<file path="src/rtl/mem_wb_stage.sv">
// mem_wb_stage: MEM-to-WB pipeline stage.
// Aligns and extends load data from the data cache, then buffers results in
// a small in-order FIFO with valid/ready handshakes on both sides.
// Optional feature: define MEMWB_EXCEPT_SQUASH_EN to clear the stored register
// write enable of any instruction that arrives with its exception flag set.
module mem_wb_stage #(
    parameter int          DEPTH    = 2,
    parameter logic [31:0] RESET_PC = 32'hBFC00000
) (
    input  logic        clk,
    input  logic        rst,
    input  logic        MEM_Valid,
    output logic        MEM_Ready,
    input  logic [31:0] MEM_PC,
    input  logic [31:0] MEM_ALUOut,
    input  logic [31:0] MEM_DMOut,
    input  logic        MEM_ReadMem,
    input  logic [1:0]  MEM_LoadSize,
    input  logic        MEM_LoadUnsigned,
    input  logic        MEM_RegWr,
    input  logic [4:0]  MEM_Dst,
    input  logic        MEM_ExceptFlag,
    input  logic        Flush,
    output logic        WB_Valid,
    input  logic        WB_Ready,
    output logic [31:0] WB_PC,
    output logic [31:0] WB_Data,
    output logic [4:0]  WB_Dst,
    output logic        WB_RegWr,
    output logic        WB_ExceptFlag
);

    localparam int PTR_W = (DEPTH > 1) ? $clog2(DEPTH) : 1;
    localparam int CNT_W = $clog2(DEPTH + 1);

    typedef enum logic [1:0] {
        SIZE_WORD  = 2'b00,
        SIZE_HALF  = 2'b01,
        SIZE_BYTE  = 2'b10,
        SIZE_WORD2 = 2'b11
    } load_size_e;

    typedef struct packed {
        logic [31:0] pc;
        logic [31:0] data;
        logic [4:0]  dst;
        logic        reg_wr;
        logic        except_flag;
    } entry_t;

    entry_t           buf_mem [DEPTH];
    entry_t           new_entry;
    entry_t           head;
    logic [PTR_W-1:0] rd_ptr;
    logic [PTR_W-1:0] wr_ptr;
    logic [CNT_W-1:0] count;
    logic             enq;
    logic             deq;
    logic [15:0]      lane_half;
    logic [7:0]       lane_byte;
    logic [31:0]      aligned_data;

    // Ready depends only on the registered occupancy, never on WB_Ready.
    assign MEM_Ready = (count != CNT_W'(DEPTH));
    assign WB_Valid  = (count != '0);
    assign enq       = MEM_Valid && MEM_Ready && !Flush;
    assign deq       = WB_Valid && WB_Ready && !Flush;
    assign head      = buf_mem[rd_ptr];

    // Lane selection and sign/zero extension of the raw cache word.
    always_comb begin
        // NOTE: every combinational output gets a default first so no path can infer a latch.
        lane_half    = MEM_ALUOut[1] ? MEM_DMOut[31:16] : MEM_DMOut[15:0];
        lane_byte    = MEM_DMOut[7:0];
        aligned_data = MEM_ALUOut;
        case (MEM_ALUOut[1:0])
            2'd0:    lane_byte = MEM_DMOut[7:0];
            2'd1:    lane_byte = MEM_DMOut[15:8];
            2'd2:    lane_byte = MEM_DMOut[23:16];
            default: lane_byte = MEM_DMOut[31:24];
        endcase
        if (MEM_ReadMem) begin
            case (load_size_e'(MEM_LoadSize))
                SIZE_HALF: aligned_data = {{16{lane_half[15] & ~MEM_LoadUnsigned}}, lane_half};
                SIZE_BYTE: aligned_data = {{24{lane_byte[7] & ~MEM_LoadUnsigned}}, lane_byte};
                default:   aligned_data = MEM_DMOut;
            endcase
        end
    end

    // Assemble the entry to store; the optional squash clears its write enable.
    always_comb begin
        new_entry.pc          = MEM_PC;
        new_entry.data        = aligned_data;
        new_entry.dst         = MEM_Dst;
        new_entry.except_flag = MEM_ExceptFlag;
`ifdef MEMWB_EXCEPT_SQUASH_EN
        new_entry.reg_wr      = MEM_RegWr & ~MEM_ExceptFlag;
`else
        new_entry.reg_wr      = MEM_RegWr;
`endif
    end

    // Entry storage: written on enqueue only.
    always_ff @(posedge clk) begin
        // NOTE: storage is not reset; validity comes solely from count, so stale contents are never observed.
        if (enq) begin
            buf_mem[wr_ptr] <= new_entry;
        end
    end

    // Occupancy and pointer bookkeeping; pointers wrap naturally at DEPTH.
    always_ff @(posedge clk or posedge rst) begin
        // NOTE: sequential state uses non-blocking assignments so all registers update together.
        if (rst) begin
            count  <= '0;
            rd_ptr <= '0;
            wr_ptr <= '0;
        end else if (Flush) begin
            count  <= '0;
            rd_ptr <= '0;
            wr_ptr <= '0;
        end else begin
            if (enq) wr_ptr <= wr_ptr + 1'b1;
            if (deq) rd_ptr <= rd_ptr + 1'b1;
            case ({enq, deq})
                2'b10:   count <= count + 1'b1;
                2'b01:   count <= count - 1'b1;
                default: count <= count;
            endcase
        end
    end

    // WB outputs come straight from the head entry, reset values when empty.
    always_comb begin
        WB_PC         = RESET_PC;
        WB_Data       = '0;
        WB_Dst        = '0;
        WB_RegWr      = 1'b0;
        WB_ExceptFlag = 1'b0;
        if (WB_Valid) begin
            WB_PC         = head.pc;
            WB_Data       = head.data;
            WB_Dst        = head.dst;
            WB_RegWr      = head.reg_wr;
            WB_ExceptFlag = head.except_flag;
        end
    end

endmodule

</file>
<file path="config.mk">
export PLATFORM = sky130hd
export DESIGN_NAME = mem_wb_stage
export DESIGN_NICKNAME = d
export VERILOG_FILES = /design/src/rtl/mem_wb_stage.sv
export SDC_FILE = /design/constraint.sdc
export NUM_CORES = 1
export LEC_CHECK = 0
export ABC_CLOCK_PERIOD_IN_PS = 8050
export CAP_MARGIN = 10
export CORE_MARGIN = 3
export CORE_UTILIZATION = 39
export CTS_BUF_LIST = sky130_fd_sc_hd__clkbuf_8
export CTS_CLUSTER_SIZE = 25
export DETAILED_ROUTE_END_ITERATION = 10
export PLACE_DENSITY = 0.68
export SETUP_SLACK_MARGIN = 0.4
export SLEW_MARGIN = 20
export SYNTH_ARGS = -nofsm -noshare
export SYNTH_HDL_FRONTEND = slang
export SYNTH_SLANG_ARGS = --single-unit
export TNS_END_PERCENT = 1
</file>
<file path="constraint.sdc">
create_clock -name clk -period 8.05 [get_ports clk]
set_input_delay 1.2075 -clock clk [delete_from_list [all_inputs] [get_ports clk]]
set_output_delay 1.2075 -clock clk [all_outputs]
set_load 0.05 [all_outputs]
</file>
Yosys cells after proc, flatten, opt, wreduce, memory -nomap -nowiden
Memory sizes are Yosys's and may differ from the RTL's.
Index checks and enable logic that the tools add are counted.

word-level totals
  memories = 1
  bits in writable memories = 142
  word-level logic and storage cells = 45
  bits in registers = 4

memories
  name     words  width  rd ports  clocked after Yosys merged registers in  wr ports  line  source
  buf_mem  2      71     1         0                                        1         51    entry_t buf_mem [DEPTH];

cells by class
  bitwise logic cells = 3
  add/subtract/negate cells = 4
  mux-type cells = 17
  reduce and logical (&&, ||, !) cells = 10
  equal/unequal tests = 7

operators with widths
  kind                                                                   count
  32-bit 2-to-1 mux                                                      3
  32-bit case mux with 2 select lines                                    1
  8-bit case mux with 3 select lines                                     1
  16-bit 2-to-1 mux                                                      1
  1-bit 2-to-1 mux                                                       8
  2-bit by 1-bit equality test with 1-bit output, second input constant  3
  2-bit equality test, second input constant                             3
  2-bit nonzero test                                                     3
  5-bit 2-to-1 mux                                                       1
  1-bit logical AND                                                      4
  2-bit case mux with 2 select lines                                     1
  3-bit nonzero test                                                     1
  1-bit adder, second input constant                                     2
  2-bit by 1-bit adder with 2-bit output, second input constant          1
  1-bit AND                                                              2
  2-bit logical NOT                                                      1
  2-bit 2-to-1 mux                                                       1
  2-bit inequality test, second input constant                           1
  2-bit by 1-bit subtractor with 2-bit output, second input constant     1
  1-bit logical NOT                                                      1
  1-bit NOT                                                              1

Logic depth before layout (Yosys ltp)
  depth after elaboration = 6
  depth in mapped cells = 7

Worst setup path after synthesis
Ideal clock, no wire load.

  kind = input to register
  from = input MEM_Valid
  to = memory buf_mem[1][0] in the netlist's numbering, enable pin
  buffers on the path = 0
  arrival time = 6520 ps
  cell stages on the path = 2
  required time = 7447 ps
  setup slack = 927 ps
  setup time = 603 ps
  path through = nand2_1 -> nor3b_1

between the ends
  longest elaborated chain between the ends = 4

RTL lines
  element                                 line  source
  start: declaration                      12    input logic MEM_Valid,
  1-bit logical AND (2 in a row)          66    assign enq = MEM_Valid && MEM_Ready && !Flush;
  1-bit 2-to-1 mux                        107   if (enq) begin
  1-bit 2-to-1 mux (implied by the code)  108   buf_mem[wr_ptr] <= new_entry;
  end: declaration                        51

No other way between the ends.

Worst setup path in the final report
  from = register rd_ptr
  to = output WB_Data[19]

between the ends
  longest elaborated chain between the ends = 2

RTL lines
  element                   line  source
  start: declaration        54    logic [PTR_W-1:0] rd_ptr;
  start signal: assignment  125   if (deq) rd_ptr <= rd_ptr + 1'b1;
  memory 2 x 71 bit         n/a
  32-bit 2-to-1 mux         141   if (WB_Valid) begin
  end: declaration          27    output logic [31:0] WB_Data,

No other way between the ends.

==> results.py <==
metrics = {
    "global_routing": {
        "global_route.usage.total": 0.182,
        "antenna_found_initial": 0,
        "grt_util_met1": 0.234,
        "met3_usage": 0.0514,
        "globalRouteMet2Util": 0.292,
        "grt_remaining_overflow": 0,
        "largest_net_degree_at_the_start_of_global_routing": 43,
        "grt.busiest_layer": "met2",
        "first_pass_grt_wire_length_um": 25000,
        "number_of_global_route_vias_before_repair": 4674,
    },
    "detailed_routing": {
        "antenna_violating_nets_post_route": 0,
        "drt_drc_violations_left": 0,
        "wl_um": 15900,
        "viasPerCell": 5.08,
        "avgRoutedWirePerCell_um": 18.4,
        "drt_first_iter_violations": 273,
        "via_count": 4391,
        "drt_first_pass_iters": 5,
    },
    "setup_path": {
        "rrSetupSlack_ns": 5.71,
        "startpoint_type": "register",
        "timing.critical_path.to": "WB_Data[19]",
        "reg2reg_depth": 6,
        "critPathArrivalTime_ns": 3.23,
        "worstSetupStartpoint": "rd_ptr$_DFFE_PP0P_",
        "cp-end-kind": "primary output",
        "setup.worst_path.class": "reg2out",
        "cp_slowest_cell": "clkdlybuf4s50_1",
        "r2r_end": "rd_ptr$_DFFE_PP0P_",
        "path_cells": "buf_4 -> mux2i_1 -> nor2_1 -> clkdlybuf4s50_1",
        "critical_path.max_stage_delay_ns": 0.86,
        "worst-endpoint-required_ns": 6.84,
        "r2r_path_start": "count[0]$_DFFE_PP0P_",
        "worst-path-max-fanout": 42,
    },
    "floorplan": {
        "die_width_um": 134,
        "fp.dieArea_mm2": 0.0180,
        "floorplan.io_pins": 185,
        "rows": 46,
        "floorplan.initialDensity": 0.401,
        "coreArea_mm2": 0.0159,
        "fp.dieH_um": 134,
    },
    "sta": {
        "hold_slack_ns": 0.609,
        "worst-slew-pin-transition_ns": 0.989,
        "max_freq_mhz": 225,
        "post-route-min-period_ns": 4.44,
        "max-slew-margin-rel": 0.339,
        "final.period_utilization": 0.552,
        "final.setup_skew_ns": 0.00662,
        "rsz_0062_raised_after_global_routing": "no",
        "sum_of_negative_setup_slack_ns": 0,
        "maxSlewViolCount": 0,
        "finalHoldViolCount": 0,
        "setup_viol_count_final": 0,
    },
    "pwr": {
        "internal-power_mw": 1.33,
        "power_per_cell_area_mw_per_mm2": 207,
        "power.share.clock": 0.301,
        "power_switching_mw": 0.505,
        "swShare": 0.275,
        "power.share.combinational": 0.212,
        "power_frac_seq": 0.487,
        "design_power_total_mw": 1.84,
        "peakVddDrop_mv": 0.101,
        "cellLeakagePower_nw": 2.97,
    },
    "worst_hold_path": {
        "timing.hold.worst.class": "reg2reg",
    },
    "synthesis": {
        "synth_enable_flop_cells": 142,
        "simple_gate_portion_of_the_synthesized_area": 0.0839,
        "synthesized_area_fraction_occupied_by_ao_oa_aoi_and_oai_cells": 0.0745,
        "synth_top_family_by_area": "multiplexers",
        "synthMuxAreaShare": 0.129,
        "post_synth_fa_ha_maj_area_fraction": 0.00391,
        "synthXorXnorAreaFrac": 0.00274,
        "postSynthRegisterBits": 146,
        "synth_nets": 567,
        "mappedNetlistArea_mm2": 0.00640,
        "synth_area_per_cell_um2": 14.1,
        "yosys_warnings": 0,
        "ys_types": 39,
        "netlist_instances": 453,
        "async_flop_share": 0.0274,
        "yosysSeqAreaShare": 0.682,
        "yosys_most_used_dff": "edfxtp_1",
    },
    "clock_network": {
        "clock_tree_from_tritoncts": "yes",
        "clkLatencyLatePin_ns": 0.44,
        "cts_resized": 0,
        "ctsRootBufferMaster": "clkbuf_8",
        "cts_made_buffers": 17,
        "cts-root-to-sink-buffers": 2,
        "post_cts.repair.setup_buffers": 0,
        "clkSinkCount": 146,
        "htree_levels": 4,
        "clkSlewWorstSetupHoldPaths_ns": 0.07,
        "cts.hold.buffers_added": 0,
    },
    "layout": {
        "number_of_nets_at_the_end_of_the_flow": 750,
        "antennaDiodeCount": 0,
        "stdcell_count": 865,
        "layout_commonest_cell": "clkdlybuf4s50_1",
        "fillCellCount": 1345,
        "mostFrequentLayoutCells": "184 x clkdlybuf4s50_1, 142 x edfxtp_1, 73 x nor2_1",
        "syn_to_final_growth_pct": 38.3,
        "drive_above_1_share": 0.0770,
        "finalCoreUtilization": 0.555,
    },
    "place": {
        "portBuffers": 184,
        "place_hpwl_um": 11300,
        "finalWeightedCongestion": 0.909,
        "placed_cells_incl_taps": 833,
    },
    "run": {
        "total_of_max_cap_violations": 0,
    },
    "outcome": {
        "run_status": "finished clean",
    },
}
[critical path: cells and delay by family, from the launching register on]
family / cells / cell delay [ns]
buffers and inverters: 2 / 1.54
AND/OR/NAND/NOR: 1 / 0.24
multiplexers: 1 / 0.20
flip-flops: 1 / 0.78
[area by class of cell]
class / count / area [um2] / share of cell area
inverter: 9 / 33.8 / 0.00382
clock buffer: 17 / 234 / 0.0265
clock inverter: 15 / 153 / 0.0173
multi-input combinational: 272 / 1900 / 0.215
sequential: 146 / 4370 / 0.494
tap: 216 / 270 / 0.0306
timing repair buffer: 190 / 1890 / 0.213
[sequential cells by signal, indices dropped and copies added (netlist names)]
signal,count
wr_ptr,1
rd_ptr,1
buf_mem,142
count,2
[through the flow]
step | cell area, um2 | worst slack (ns)
floorplan | 6400 | 0.927
global placement | 8460 | 4.06
detailed placement | 8460 | 4.03
CTS | 8840 | 3.52
global route | 8840 | 3.46
finish | 8840 | 3.61
[cell families (layout without fill, tap and decap cells)]
group | Yosys count | after routing
flops | 146 | 146
simple gates | 123 | 123
mux | 81 | 81
compound gates | 64 | 64
buf+inv | 35 | 231
fa+ha+maj | 2 | 2
xor+xnor | 2 | 2
[how the worst min path moves through the flow]
| stage | start | to | slack (ns) | cells past startpoint |
|---|---|---|---|---|
| global placement | wr_ptr$_DFFE_PP0P_ | wr_ptr$_DFFE_PP0P_ | 0.56 | 2 |
| floorplan | wr_ptr$_DFFE_PP0P_ | wr_ptr$_DFFE_PP0P_ | 0.52 | 2 |
| CTS | wr_ptr$_DFFE_PP0P_ | wr_ptr$_DFFE_PP0P_ | 0.62 | 2 |
| detailed placement | wr_ptr$_DFFE_PP0P_ | wr_ptr$_DFFE_PP0P_ | 0.59 | 2 |
| finish | wr_ptr$_DFFE_PP0P_ | wr_ptr$_DFFE_PP0P_ | 0.61 | 2 |
| global route | wr_ptr$_DFFE_PP0P_ | wr_ptr$_DFFE_PP0P_ | 0.67 | 2 |
[power groups by stage]
stage          Combinational, mW  Sequential, mW  Clock [mW]
2_1_floorplan              0.237           0.905           0
3_3_place_gp               0.387           0.908           0
3_5_place_dp               0.391           0.910           0
4_1_cts                    0.392           0.894       0.573
5_1_grt                    0.412           0.897       0.606
6_report                   0.389           0.893       0.553
[layer usage]
metal  vias to the layer above  share of wire
met5                         -              0
met4                         0          0.024
met3                        24          0.070
met2                       201           0.47
met1                      2098           0.43
li1                       2068              -
[synthesized netlist by cell type (4+ instances only)]
master / n / share of area
a21oi_1: 17 / 0.013
a221o_1: 13 / 0.020
a222oi_1: 4 / 0.0063
buf_2: 10 / 0.0078
clkbuf_1: 15 / 0.0088
dfrtp_1: 4 / 0.016
edfxtp_1: 142 / 0.67
inv_1: 9 / 0.0053
mux2_2: 8 / 0.014
mux2i_1: 72 / 0.11
nand2_1: 23 / 0.013
nand3b_1: 8 / 0.0094
nor2_1: 74 / 0.043
nor2b_1: 4 / 0.0039
o21ai_0: 7 / 0.0055
o22ai_1: 8 / 0.0078
No activity file was read; power rests on OpenSTA's default activity.
